--- config.mk ---
export PLATFORM = sky130hd
export DESIGN_NAME = act_buffer_pingpong_ctrl_flat
export DESIGN_NICKNAME = d
export VERILOG_FILES = /design/src/rtl/act_buffer_pingpong_ctrl_pkg.sv /design/src/rtl/act_buffer_pingpong_ctrl_if.sv /design/src/rtl/act_buffer_pingpong_ctrl_tile_counter.sv /design/src/rtl/act_buffer_pingpong_ctrl.sv /design/src/flat_wrapper.sv
export SDC_FILE = /design/constraint.sdc
export NUM_CORES = 1
export LEC_CHECK = 0
export BUFFER_PORTS_ARGS = -buffer_cell sky130_fd_sc_hd__buf_2
export CAP_MARGIN = 10
export CORE_ASPECT_RATIO = 1.75
export CORE_MARGIN = 10
export CORE_UTILIZATION = 50
export DETAILED_ROUTE_END_ITERATION = 10
export PLACE_DENSITY = 0.79
export SYNTH_ARGS = -nofsm -noshare
export SYNTH_HDL_FRONTEND = slang
export SYNTH_SLANG_ARGS = --single-unit
--- constraint.sdc ---
create_clock -name clk_i -period 3.3 [get_ports clk_i]
set_input_delay 0.165 -clock clk_i [delete_from_list [all_inputs] [get_ports clk_i]]
set_output_delay 0.165 -clock clk_i [all_outputs]
set_load 0.1 [all_outputs]
--- src/rtl/act_buffer_pingpong_ctrl_pkg.sv ---
// rtl/act_buffer_pingpong_ctrl_pkg.sv - shared types, defaults and config check for the ping-pong buffer sequencer
package act_buf_ctrl_pkg;

  localparam int DEF_DEPTH      = 16384;
  localparam int DEF_ADDR_WIDTH = 14;
  localparam int DEF_NUM_LANES  = 16;
  localparam int DEF_TILE_CNT_W = 16;
  localparam int CNT_W          = DEF_ADDR_WIDTH + 1;
  localparam int LANE_STEP      = DEF_NUM_LANES;

  typedef enum logic [1:0] {
    ST_IDLE = 2'd0,
    ST_RUN  = 2'd1,
    ST_DONE = 2'd2
  } state_e;

  // A tile must be a whole number of wide beats and fit inside one bank.
  function automatic logic cfg_legal(input int unsigned tile_words,
                                     input int unsigned num_tiles,
                                     input int unsigned depth,
                                     input int unsigned lanes);
    return (tile_words != 0) && ((tile_words % lanes) == 0) &&
           (tile_words <= depth) && (num_tiles != 0);
  endfunction

endpackage

--- src/rtl/act_buffer_pingpong_ctrl_if.sv ---
// rtl/act_buffer_pingpong_ctrl_if.sv - producer, consumer and buffer-side signals of the sequencer
interface act_buf_ctrl_if
  import act_buf_ctrl_pkg::*;
#(
  parameter int ADDR_WIDTH = DEF_ADDR_WIDTH
);
  logic                  prod_valid;
  logic                  prod_ready;
  logic                  cons_req;
  logic                  cons_grant;
  logic                  cons_last;
  logic                  buf_ping_pong_sel;
  logic                  buf_wr_en;
  logic [ADDR_WIDTH-1:0] buf_wr_addr;
  logic                  buf_wide_rd_en;
  logic [ADDR_WIDTH-1:0] buf_wide_rd_addr;

  modport master (
    input  prod_valid, cons_req,
    output prod_ready, cons_grant, cons_last, buf_ping_pong_sel,
           buf_wr_en, buf_wr_addr, buf_wide_rd_en, buf_wide_rd_addr
  );

  modport slave (
    output prod_valid, cons_req,
    input  prod_ready, cons_grant, cons_last, buf_ping_pong_sel,
           buf_wr_en, buf_wr_addr, buf_wide_rd_en, buf_wide_rd_addr
  );
endinterface

--- src/rtl/act_buffer_pingpong_ctrl_tile_counter.sv ---
// rtl/act_buffer_pingpong_ctrl_tile_counter.sv - step counter that wraps to zero after reaching its limit
module act_buf_tile_counter
  import act_buf_ctrl_pkg::*;
#(
  parameter int CW   = CNT_W,
  parameter int STEP = 1
) (
  input  logic          clk_i,
  input  logic          rst_ni,
  input  logic          clr_i,
  input  logic          adv_i,
  input  logic [CW-1:0] limit_i,
  output logic [CW-1:0] cnt_o,
  output logic          last_o
);

  logic [CW-1:0] cnt_q, cnt_d;

  assign last_o = (cnt_q == limit_i);
  assign cnt_o  = cnt_q;

  always_comb begin
    cnt_d = cnt_q;
    if (clr_i) begin
      cnt_d = '0;
    end else if (adv_i) begin
      cnt_d = last_o ? '0 : cnt_q + CW'(STEP);
    end
  end

  always_ff @(posedge clk_i) begin
    if (!rst_ni) begin
      cnt_q <= '0;
    end else begin
      cnt_q <= cnt_d;
    end
  end

endmodule

--- src/rtl/act_buffer_pingpong_ctrl.sv ---
// rtl/act_buffer_pingpong_ctrl.sv - tile sequencer for the two-bank ping-pong activation buffer
module act_buffer_pingpong_ctrl
  import act_buf_ctrl_pkg::*;
#(
  parameter int DEPTH      = DEF_DEPTH,
  parameter int ADDR_WIDTH = DEF_ADDR_WIDTH,
  parameter int NUM_LANES  = DEF_NUM_LANES,
  parameter int TILE_CNT_W = DEF_TILE_CNT_W
) (
  input  logic                  clk_i,
  input  logic                  rst_ni,
  input  logic                  start_i,
  input  logic [ADDR_WIDTH:0]   cfg_tile_words_i,
  input  logic [TILE_CNT_W-1:0] cfg_num_tiles_i,
  act_buf_ctrl_if.master        bus,
  output logic                  busy_o,
  output logic                  done_o,
  output logic                  cfg_err_o
);

  localparam int CW = ADDR_WIDTH + 1;

  state_e                state_q, state_d;
  logic                  sel_q, sel_d;
  logic                  fill_full_q, fill_full_d;
  logic                  rd_full_q, rd_full_d;
  logic                  cfg_err_q, cfg_err_d;
  logic [CW-1:0]         tile_words_q, tile_words_d;
  logic [TILE_CNT_W-1:0] num_tiles_q, num_tiles_d;
  logic [TILE_CNT_W-1:0] tiles_filled_q, tiles_filled_d;
  logic [TILE_CNT_W-1:0] tiles_drained_q, tiles_drained_d;

  logic          cfg_ok, start_ok, run;
  logic          prod_ready, wr_fire, grant, swap;
  logic          wr_last, rd_last;
  logic [CW-1:0] wr_cnt, rd_cnt, wr_limit, rd_limit;
  logic          unused_cnt_msb;

  assign cfg_ok   = cfg_legal(32'(cfg_tile_words_i), 32'(cfg_num_tiles_i),
                              DEPTH, NUM_LANES);
  assign start_ok = (state_q == ST_IDLE) && start_i && cfg_ok;

  // Enables are gated by rst_ni so nothing touches the buffer during the reset cycle.
  assign run        = rst_ni && (state_q == ST_RUN);
  assign prod_ready = run && !fill_full_q && (tiles_filled_q < num_tiles_q);
  assign wr_fire    = bus.prod_valid && prod_ready;
  assign grant      = run && rd_full_q && bus.cons_req;
  assign swap       = run && fill_full_q && !rd_full_q;

  assign wr_limit = tile_words_q - CW'(1);
  assign rd_limit = tile_words_q - CW'(NUM_LANES);

  act_buf_tile_counter #(.CW(CW), .STEP(1)) u_wr_cnt (
    .clk_i   (clk_i),
    .rst_ni  (rst_ni),
    .clr_i   (start_ok),
    .adv_i   (wr_fire),
    .limit_i (wr_limit),
    .cnt_o   (wr_cnt),
    .last_o  (wr_last)
  );

  act_buf_tile_counter #(.CW(CW), .STEP(NUM_LANES)) u_rd_cnt (
    .clk_i   (clk_i),
    .rst_ni  (rst_ni),
    .clr_i   (start_ok),
    .adv_i   (grant),
    .limit_i (rd_limit),
    .cnt_o   (rd_cnt),
    .last_o  (rd_last)
  );

  // Counters never exceed tile_words-1 <= DEPTH-1, so the top bit is never an address bit.
  assign unused_cnt_msb = wr_cnt[CW-1] ^ rd_cnt[CW-1];

  assign bus.prod_ready        = prod_ready;
  assign bus.buf_wr_en         = wr_fire;
  assign bus.buf_wr_addr       = wr_cnt[ADDR_WIDTH-1:0];
  assign bus.cons_grant        = grant;
  assign bus.buf_wide_rd_en    = grant;
  assign bus.buf_wide_rd_addr  = rd_cnt[ADDR_WIDTH-1:0];
  assign bus.cons_last         = grant && rd_last;
  assign bus.buf_ping_pong_sel = sel_q;

  assign busy_o    = (state_q != ST_IDLE);
  assign done_o    = (state_q == ST_DONE);
  assign cfg_err_o = cfg_err_q;

  always_comb begin
    state_d         = state_q;
    sel_d           = sel_q;
    fill_full_d     = fill_full_q;
    rd_full_d       = rd_full_q;
    cfg_err_d       = 1'b0;
    tile_words_d    = tile_words_q;
    num_tiles_d     = num_tiles_q;
    tiles_filled_d  = tiles_filled_q;
    tiles_drained_d = tiles_drained_q;

    case (state_q)
      ST_IDLE: begin
        if (start_i) begin
          if (cfg_ok) begin
            state_d         = ST_RUN;
            sel_d           = 1'b0;
            fill_full_d     = 1'b0;
            rd_full_d       = 1'b0;
            tile_words_d    = cfg_tile_words_i;
            num_tiles_d     = cfg_num_tiles_i;
            tiles_filled_d  = '0;
            tiles_drained_d = '0;
          end else begin
            cfg_err_d = 1'b1;
          end
        end
      end
      ST_RUN: begin
        if (wr_fire && wr_last) begin
          fill_full_d    = 1'b1;
          tiles_filled_d = tiles_filled_q + 1'b1;
        end
        if (grant && rd_last) begin
          rd_full_d       = 1'b0;
          tiles_drained_d = tiles_drained_q + 1'b1;
        end
        // Swap only fires with fill_full=1 and rd_full=0, so it never overlaps an access.
        if (swap) begin
          sel_d       = ~sel_q;
          rd_full_d   = 1'b1;
          fill_full_d = 1'b0;
        end
        if (tiles_drained_q == num_tiles_q) begin
          state_d = ST_DONE;
        end
      end
      ST_DONE: state_d = ST_IDLE;
      default: state_d = ST_IDLE;
    endcase
  end

  always_ff @(posedge clk_i) begin
    if (!rst_ni) begin
      state_q         <= ST_IDLE;
      sel_q           <= 1'b0;
      fill_full_q     <= 1'b0;
      rd_full_q       <= 1'b0;
      cfg_err_q       <= 1'b0;
      tile_words_q    <= '0;
      num_tiles_q     <= '0;
      tiles_filled_q  <= '0;
      tiles_drained_q <= '0;
    end else begin
      state_q         <= state_d;
      sel_q           <= sel_d;
      fill_full_q     <= fill_full_d;
      rd_full_q       <= rd_full_d;
      cfg_err_q       <= cfg_err_d;
      tile_words_q    <= tile_words_d;
      num_tiles_q     <= num_tiles_d;
      tiles_filled_q  <= tiles_filled_d;
      tiles_drained_q <= tiles_drained_d;
    end
  end

endmodule
--- src/flat_wrapper.sv ---
// flat-port wrapper written by rule: the top's interface ports become plain ports
module act_buffer_pingpong_ctrl_flat import act_buf_ctrl_pkg::*;
#(
  parameter int DEPTH      = DEF_DEPTH,
  parameter int ADDR_WIDTH = DEF_ADDR_WIDTH,
  parameter int NUM_LANES  = DEF_NUM_LANES,
  parameter int TILE_CNT_W = DEF_TILE_CNT_W
)
  (clk_i, rst_ni, start_i, cfg_tile_words_i, cfg_num_tiles_i, busy_o, done_o, cfg_err_o, bus_prod_valid, bus_cons_req, bus_prod_ready, bus_cons_grant, bus_cons_last, bus_buf_ping_pong_sel, bus_buf_wr_en, bus_buf_wr_addr, bus_buf_wide_rd_en, bus_buf_wide_rd_addr);
  act_buf_ctrl_if #(.ADDR_WIDTH(ADDR_WIDTH)) bus_i ();
  input  logic clk_i;
  input  logic rst_ni;
  input  logic start_i;
  input  logic [ADDR_WIDTH:0] cfg_tile_words_i;
  input  logic [TILE_CNT_W-1:0] cfg_num_tiles_i;
  output logic busy_o;
  output logic done_o;
  output logic cfg_err_o;
  input wire logic [$bits(bus_i.prod_valid)-1:0] bus_prod_valid;
  input wire logic [$bits(bus_i.cons_req)-1:0] bus_cons_req;
  output wire logic [$bits(bus_i.prod_ready)-1:0] bus_prod_ready;
  output wire logic [$bits(bus_i.cons_grant)-1:0] bus_cons_grant;
  output wire logic [$bits(bus_i.cons_last)-1:0] bus_cons_last;
  output wire logic [$bits(bus_i.buf_ping_pong_sel)-1:0] bus_buf_ping_pong_sel;
  output wire logic [$bits(bus_i.buf_wr_en)-1:0] bus_buf_wr_en;
  output wire logic [$bits(bus_i.buf_wr_addr)-1:0] bus_buf_wr_addr;
  output wire logic [$bits(bus_i.buf_wide_rd_en)-1:0] bus_buf_wide_rd_en;
  output wire logic [$bits(bus_i.buf_wide_rd_addr)-1:0] bus_buf_wide_rd_addr;
  assign bus_i.prod_valid = bus_prod_valid;
  assign bus_i.cons_req = bus_cons_req;
  assign bus_prod_ready = bus_i.prod_ready;
  assign bus_cons_grant = bus_i.cons_grant;
  assign bus_cons_last = bus_i.cons_last;
  assign bus_buf_ping_pong_sel = bus_i.buf_ping_pong_sel;
  assign bus_buf_wr_en = bus_i.buf_wr_en;
  assign bus_buf_wr_addr = bus_i.buf_wr_addr;
  assign bus_buf_wide_rd_en = bus_i.buf_wide_rd_en;
  assign bus_buf_wide_rd_addr = bus_i.buf_wide_rd_addr;
  act_buffer_pingpong_ctrl #(.DEPTH(DEPTH), .ADDR_WIDTH(ADDR_WIDTH), .NUM_LANES(NUM_LANES), .TILE_CNT_W(TILE_CNT_W)) u_core (.clk_i(clk_i), .rst_ni(rst_ni), .start_i(start_i), .cfg_tile_words_i(cfg_tile_words_i), .cfg_num_tiles_i(cfg_num_tiles_i), .bus(bus_i), .busy_o(busy_o), .done_o(done_o), .cfg_err_o(cfg_err_o));
endmodule
After elaboration in Yosys (flattened, before gate mapping)
Index checks and enable logic that the tools add are counted.
W data, S select, Z words.
{ "classes": {"addsub": 6, "n_lt_le_gt_ge": 2, "eq_ne": 13, "mux": 23, "bitwise": 2, "n_reduce_logical": 32} }
{ "ops": {"columns": ["operator", "count"], "rows": [
  ["$mux W16", 4],
  ["$pmux W16 S2", 2],
  ["$add A16 B1 Y16 const B", 2],
  ["$logic_not A32 Y1", 1],
  ["$eq A15 B15 Y1", 2],
  ["$mux W15", 2],
  ["$reduce_and A4 Y1", 5],
  ["$eq A16 B16 Y1", 1],
  ["$lt A16 B16 Y1", 1],
  ["$reduce_bool A16 Y1", 1],
  ["$add A15 B1 Y15 const B", 1],
  ["$add A15 B5 Y15 const B", 1],
  ["$le A15 B15 Y1 const B", 1],
  ["$logic_and A1 B1 Y1", 15],
  ["$reduce_bool A15 Y1", 1],
  ["$sub A15 B1 Y15 const B", 1],
  ["$sub A15 B5 Y15 const B", 1],
  ["$reduce_and A3 Y1", 3],
  ["$mux W1", 8],
  ["$ne A2 B2 Y1 const B", 4],
  ["$mux W2", 3],
  ["$ne A3 B2 Y1 const B", 2],
  ["$pmux W1 S2", 3],
  ["$ne A2 B1 Y1 const B", 2],
  ["other kinds (8)", 11]
]} }
{ "word_totals": {"ff_bits": 99, "output_inout_bits": 37, "elab_cells": 89} }

Logic depth before layout (Yosys ltp)
{ "logic_depth": {"depth_word": 9, "depth_mapped": 12, "ltp_nobuf": 10} }

Cells and area by module
Synthesis repeated with hierarchy kept, for this count alone.
{ "unflattened": {"cells_unflattened": 657, "area_unflattened_um2": 5507.8} }
{ "by_module_without_submodules": {"columns": ["module", "instances", "cells_per_inst", "area_each_um2", "seq_area_each_um2"], "rows": [
  ["act_buffer_pingpong_ctrl", 1, 481, 3927.5, 1381.3],
  ["act_buf_tile_counter (u_core.u_wr_cnt)", 1, 95, 882.1, 300.3],
  ["act_buf_tile_counter (u_core.u_rd_cnt)", 1, 81, 698.2, 220.2]
]} }

Worst setup path after synthesis
No wires, ideal clock.
{ "synth_timing": {"kind": "reg2reg", "start": "register u_core.num_tiles_q[1]", "end": "register u_core.tiles_filled_q[4]", "t_arrival_ps": 4227, "path_slack_ps": -997, "stages_incl_launch_ff": 10, "n_path_buf": 1, "path_cell_list": "dfxtp_1 -> inv_1 -> ha_1 -> a2111oi_0 -> o211ai_1 -> a41oi_1 -> a31oi_1 -> clkbuf_1 -> or3_1 -> a21oi_1"} }
{ "synth_via": {"elab_chain_len": 6} }
{ "synth_rtl": {"columns": ["item", "line", "source"], "rows": [
  ["start: declaration", "act_buffer_pingpong_ctrl.sv:29", "logic [TILE_CNT_W-1:0] num_tiles_q, num_tiles_d;"],
  ["start signal: assignment", "act_buffer_pingpong_ctrl.sv:159", "num_tiles_q <= num_tiles_d;"],
  ["$lt A16 B16 Y1", "act_buffer_pingpong_ctrl.sv:45", "assign prod_ready = run && !fill_full_q && (tiles_filled_q < num_tiles_q);"],
  ["$logic_and A1 B1 Y1", "act_buffer_pingpong_ctrl.sv:45", null],
  ["$logic_and A1 B1 Y1", "act_buffer_pingpong_ctrl.sv:46", "assign wr_fire = bus.prod_valid && prod_ready;"],
  ["named net bus_buf_wr_en", "flat_wrapper.sv:25", "output wire logic [$bits(bus_i.buf_wr_en)-1:0] bus_buf_wr_en;"],
  ["$logic_and A1 B1 Y1", "act_buffer_pingpong_ctrl.sv:118", "if (wr_fire && wr_last) begin"],
  ["$ne A2 B2 Y1 (no line)", null, null],
  ["$reduce_and A4 Y1 (no line)", null, null],
  ["end signal: assignment", "act_buffer_pingpong_ctrl.sv:160", "tiles_filled_q <= tiles_filled_d;"],
  ["end: declaration", "act_buffer_pingpong_ctrl.sv:30", "logic [TILE_CNT_W-1:0] tiles_filled_q, tiles_filled_d;"]
]} }
The timed path passes the listed nets, and every way through them passes these cells.
A chain may end at the register's enable or synchronous reset.

Worst setup path in the final report
{ "layout_timing": {"start": "register u_core.tile_words_q[5]", "end": "output port bus_cons_last"} }
{ "layout_via": {"elab_chain_len": 3} }
{ "layout_rtl": {"columns": ["item", "line", "source"], "rows": [
  ["start: declaration", "act_buffer_pingpong_ctrl.sv:28", "logic [CW-1:0] tile_words_q, tile_words_d;"],
  ["start signal: assignment", "act_buffer_pingpong_ctrl.sv:158", "tile_words_q <= tile_words_d;"],
  ["$sub A15 B5 Y15", "act_buffer_pingpong_ctrl.sv:51", "assign rd_limit = tile_words_q - CW'(NUM_LANES);"],
  ["$eq A15 B15 Y1", "act_buffer_pingpong_ctrl_tile_counter.sv:19", "assign last_o = (cnt_q == limit_i);"],
  ["$logic_and A1 B1 Y1", "act_buffer_pingpong_ctrl.sv:82", "assign bus.cons_last = grant && rd_last;"],
  ["end: declaration", "flat_wrapper.sv:23", "output wire logic [$bits(bus_i.cons_last)-1:0] bus_cons_last;"]
]} }
Every way passes these cells.

==> flow_summary_export.csv <==
group,metric,value,unit
status,status,"completed",
grt,grt_pass1_vias,5254,
pwr,p_seq_share,47.6,%
timing,setup_viol,0,
synthesis,yosysSeqAreaShare,33.1,%
drt,drtIter0Drc,282,
timing,tightest_slew,0.591,ns
critical_path,critPathMaxFanout,7,
cts,cts-root-buf,"clkbuf_16",
finish,fin_util,56.5,%
synthesis,ys_warn_count,0,
critical_path,cp-end-kind,"primary output",
timing,fin_skew,0.00668,ns
flow_run,maxCapViolCount,0,
cts,clockBufferDepth,2,
critical_path,crit_top_cell,"buf_4",
grt,grt_max_degree,37,
cts,cts_tree,"yes",
finish,final_common_cell,"nand2_1",
grt,track_usage,18.6,%
pwr,power_switching,0.545,mW
drt,finalWirelength,15.4,mm
grt,grt_pass1_wl,25.0,mm
floorplanning,die_w,101,um
timing,fin_setup_tns,0,ns
drt,dr_total_vias,5148,
timing,clock.fmax,328,MHz
synthesis,synth-seq-cells,95,
synthesis,yosysUniqueCellTypes,63,
cts,cts.clk_slew.worst_paths,0.07,ns
synthesis,syn-cell-area,5750,um2
drt,routed_via_density,5.90,
critical_path,cp_data_arrival_time,2.89,ns
cts,clock_sinks,95,
timing,finalCriticalPeriod,3.05,ns
placed_design,numPortBuffers,68,
floorplanning,start_util,51.2,%
cts,clkLatencyLatePin,0.35,ns
min_path,hold_class,"in2reg",
drt,ant_nets,0,
timing,rsz0062_at_grt,"no",
pwr,netSwitchingFraction,22.5,%
cts,cts_buffers,9,
grt,antenna_found_initial,0,
finish,mostFrequentLayoutCells,"96 x nand2_1, 94 x dfxtp_1, 67 x buf_2",
critical_path,required,3.13,ns
synthesis,synth-main-ff-cell,"dfxtp_1",
finish,drive_above_1_share,16.6,%
pwr,p_int,1.88,mW
synthesis,synth_edf_count,0,
pwr,comb_power_share,5.3,%
finish,layout.nets,793,
finish,insertedDiodeCount,0,
critical_path,path_cells,"inv_1, ha_4, nor4b_4, buf_4, a31oi_1, a221oi_2, nor2_2, nor4_4, buf_4, buf_12",
drt,drc,0,
timing,hold_violations,0,
timing,drv_slew,0,
synthesis,async_reset_ff_share,0,%
timing,slew_headroom,59.6,%
cts,cts_max_level,3,
timing,whs,0.0760,ns
floorplanning,die_h,162,um
timing,setup_slack,0.248,ns
placed_design,dpl_worst_slack,0.277,ns
floorplanning,core,11200,um2
critical_path,critPathKind,"reg2out",
placed_design,hpwl,11.7,mm
critical_path,slowest_delay,0.37,ns
synthesis,synthCells,706,
pwr,p_leak,2.59,nW
pwr,ir_worst_vdd,0.316,mV
pwr,p_per_area,382,nW/um2
floorplanning,die-area,16400,um2
critical_path,critPathBufInv,4,
drt,first_pass_iters,5,
critical_path,worst_path_max_delay_cell,"nor4b_4",
grt,grt-ovfl-total,0,
timing,timing.final.crit_share,92.5,%
critical_path,critPathTopFamily,"simple AND/OR/NAND/NOR gates",
synthesis,avgSynthCellArea,8.15,um2
floorplanning,ios,73,
placed_design,routabilityCongestion,0.913,
critical_path,start_kind,"register",
floorplanning,rows,51,
drt,routedWlPerCell,17.6,um
pwr,clkPwrFrac,47.0,%
finish,area_growth,10.3,%
==> per-layer routing <==
metal / part of all wire [%] / track usage, % / vias up
li1: - / - / 2460
met1: 37 / 18.5 / 2427
met2: 52 / 33.0 / 198
met3: 5.9 / 4.21 / 63
met4: 5.7 / 12.5 / 0
met5: 0 / 0 / -
==> sequential cells by signal, summed over array words and instances (netlist names) <==
| register | cells |
|---|---|
| u_core.state_q | 2 |
| u_core.u_wr_cnt.cnt_o | 15 |
| u_core.cfg_err_o | 1 |
| u_core.u_rd_cnt.cnt_o | 11 |
| u_core.rd_full_q | 1 |
| u_core.tiles_drained_q | 16 |
| u_core.tile_words_q | 15 |
| u_core.num_tiles_q | 16 |
| u_core.tiles_filled_q | 16 |
| u_core.bus.buf_ping_pong_sel | 1 |
| u_core.fill_full_q | 1 |
==> cell families (layout without fill, tap and decap cells) <==
| kind of cell | count (synthesis) | count (layout) | share of synthesized area (%) |
|---|---|---|---|
| compound gates | 108 | 108 | 12.7 |
| mux | 4 | 4 | 0.696 |
| buf+inv | 89 | 121 | 8.74 |
| flops | 95 | 95 | 33.1 |
| other cells | 1 | 4 | 0.0652 |
| fa+ha+maj | 21 | 21 | 4.57 |
| xor+xnor | 86 | 86 | 13.1 |
| simple gates | 302 | 302 | 27.1 |
==> synthesized netlist by cell type, types with 7 or more instances <==
| library cell | instances | area, um2 |
|---|---|---|
| a21boi_0 | 31 | 233 |
| a21oi_1 | 20 | 100 |
| a31oi_1 | 7 | 43.8 |
| and3_1 | 13 | 81.3 |
| buf_4 | 30 | 225 |
| clkbuf_1 | 24 | 90.1 |
| dfxtp_1 | 95 | 1900 |
| ha_1 | 21 | 263 |
| inv_1 | 25 | 93.8 |
| nand2_1 | 96 | 360 |
| nand3_1 | 20 | 100 |
| nand4_1 | 23 | 144 |
| nor2_1 | 66 | 248 |
| nor3_1 | 8 | 40.0 |
| nor4_1 | 14 | 87.6 |
| o21ai_0 | 23 | 115 |
| or3_1 | 14 | 87.6 |
| xnor2_1 | 28 | 245 |
| xor2_1 | 58 | 508 |
==> tightest hold or removal path: cells and delay by family <==
kind	cells	cell delay, ns
AO/OA/AOI/OAI	1	0.06
AND/OR/NAND/NOR	1	0.05
buffers and inverters	1	0.11
==> timing repair <==
action,in CTS,in global routing
setup endpoints to repair,0,9
resized for setup,0,1
hold buffers,0,0
setup buffers,0,1
hold endpoints to repair,0,0
==> cell type report <==
cell class	instances	area (um2)
fillers	995	4890
multi-input cells	525	3410
flip-flops and latches	95	1900
repair buffers	80	445
clock buffers	11	243
well taps	132	165
inverters	25	93.8
clock inverters	5	81.3
==> metrics by stage <==
stage	power (mW)	instances	cell area, um2
after floorplan	1.27	709	5810
after global placement	1.30	856	6010
after detailed placement	1.31	856	6010
after CTS	2.43	872	6330
after global routing	2.49	873	6340
final	2.42	873	6340
==> path summary, 6_finish.rpt <==
kind	start	to	slack [ns]	depth (start not counted)
max	u_core.tile_words_q[5]	bus_cons_last	0.25	10
min	cfg_tile_words_i[10]	u_core.tile_words_q[10]	0.08	3
max reg2reg	u_core.tile_words_q[0]	u_core.tiles_filled_q[5]	0.30	11
min reg2reg	u_core.tiles_drained_q[15]	u_core.tiles_drained_q[15]	0.51	2
==> power by group through the flow <==
stage                     Clock (mW)  Combinational [mW]  Sequential (mW)
after floorplan                    0              0.0852             1.18
after global placement             0               0.122             1.18
after detailed placement           0               0.125             1.18
after CTS                       1.15               0.126             1.15
after global routing            1.20               0.138             1.15
final                           1.14               0.128             1.15
Note: power is estimated with default switching activity, not from simulation.
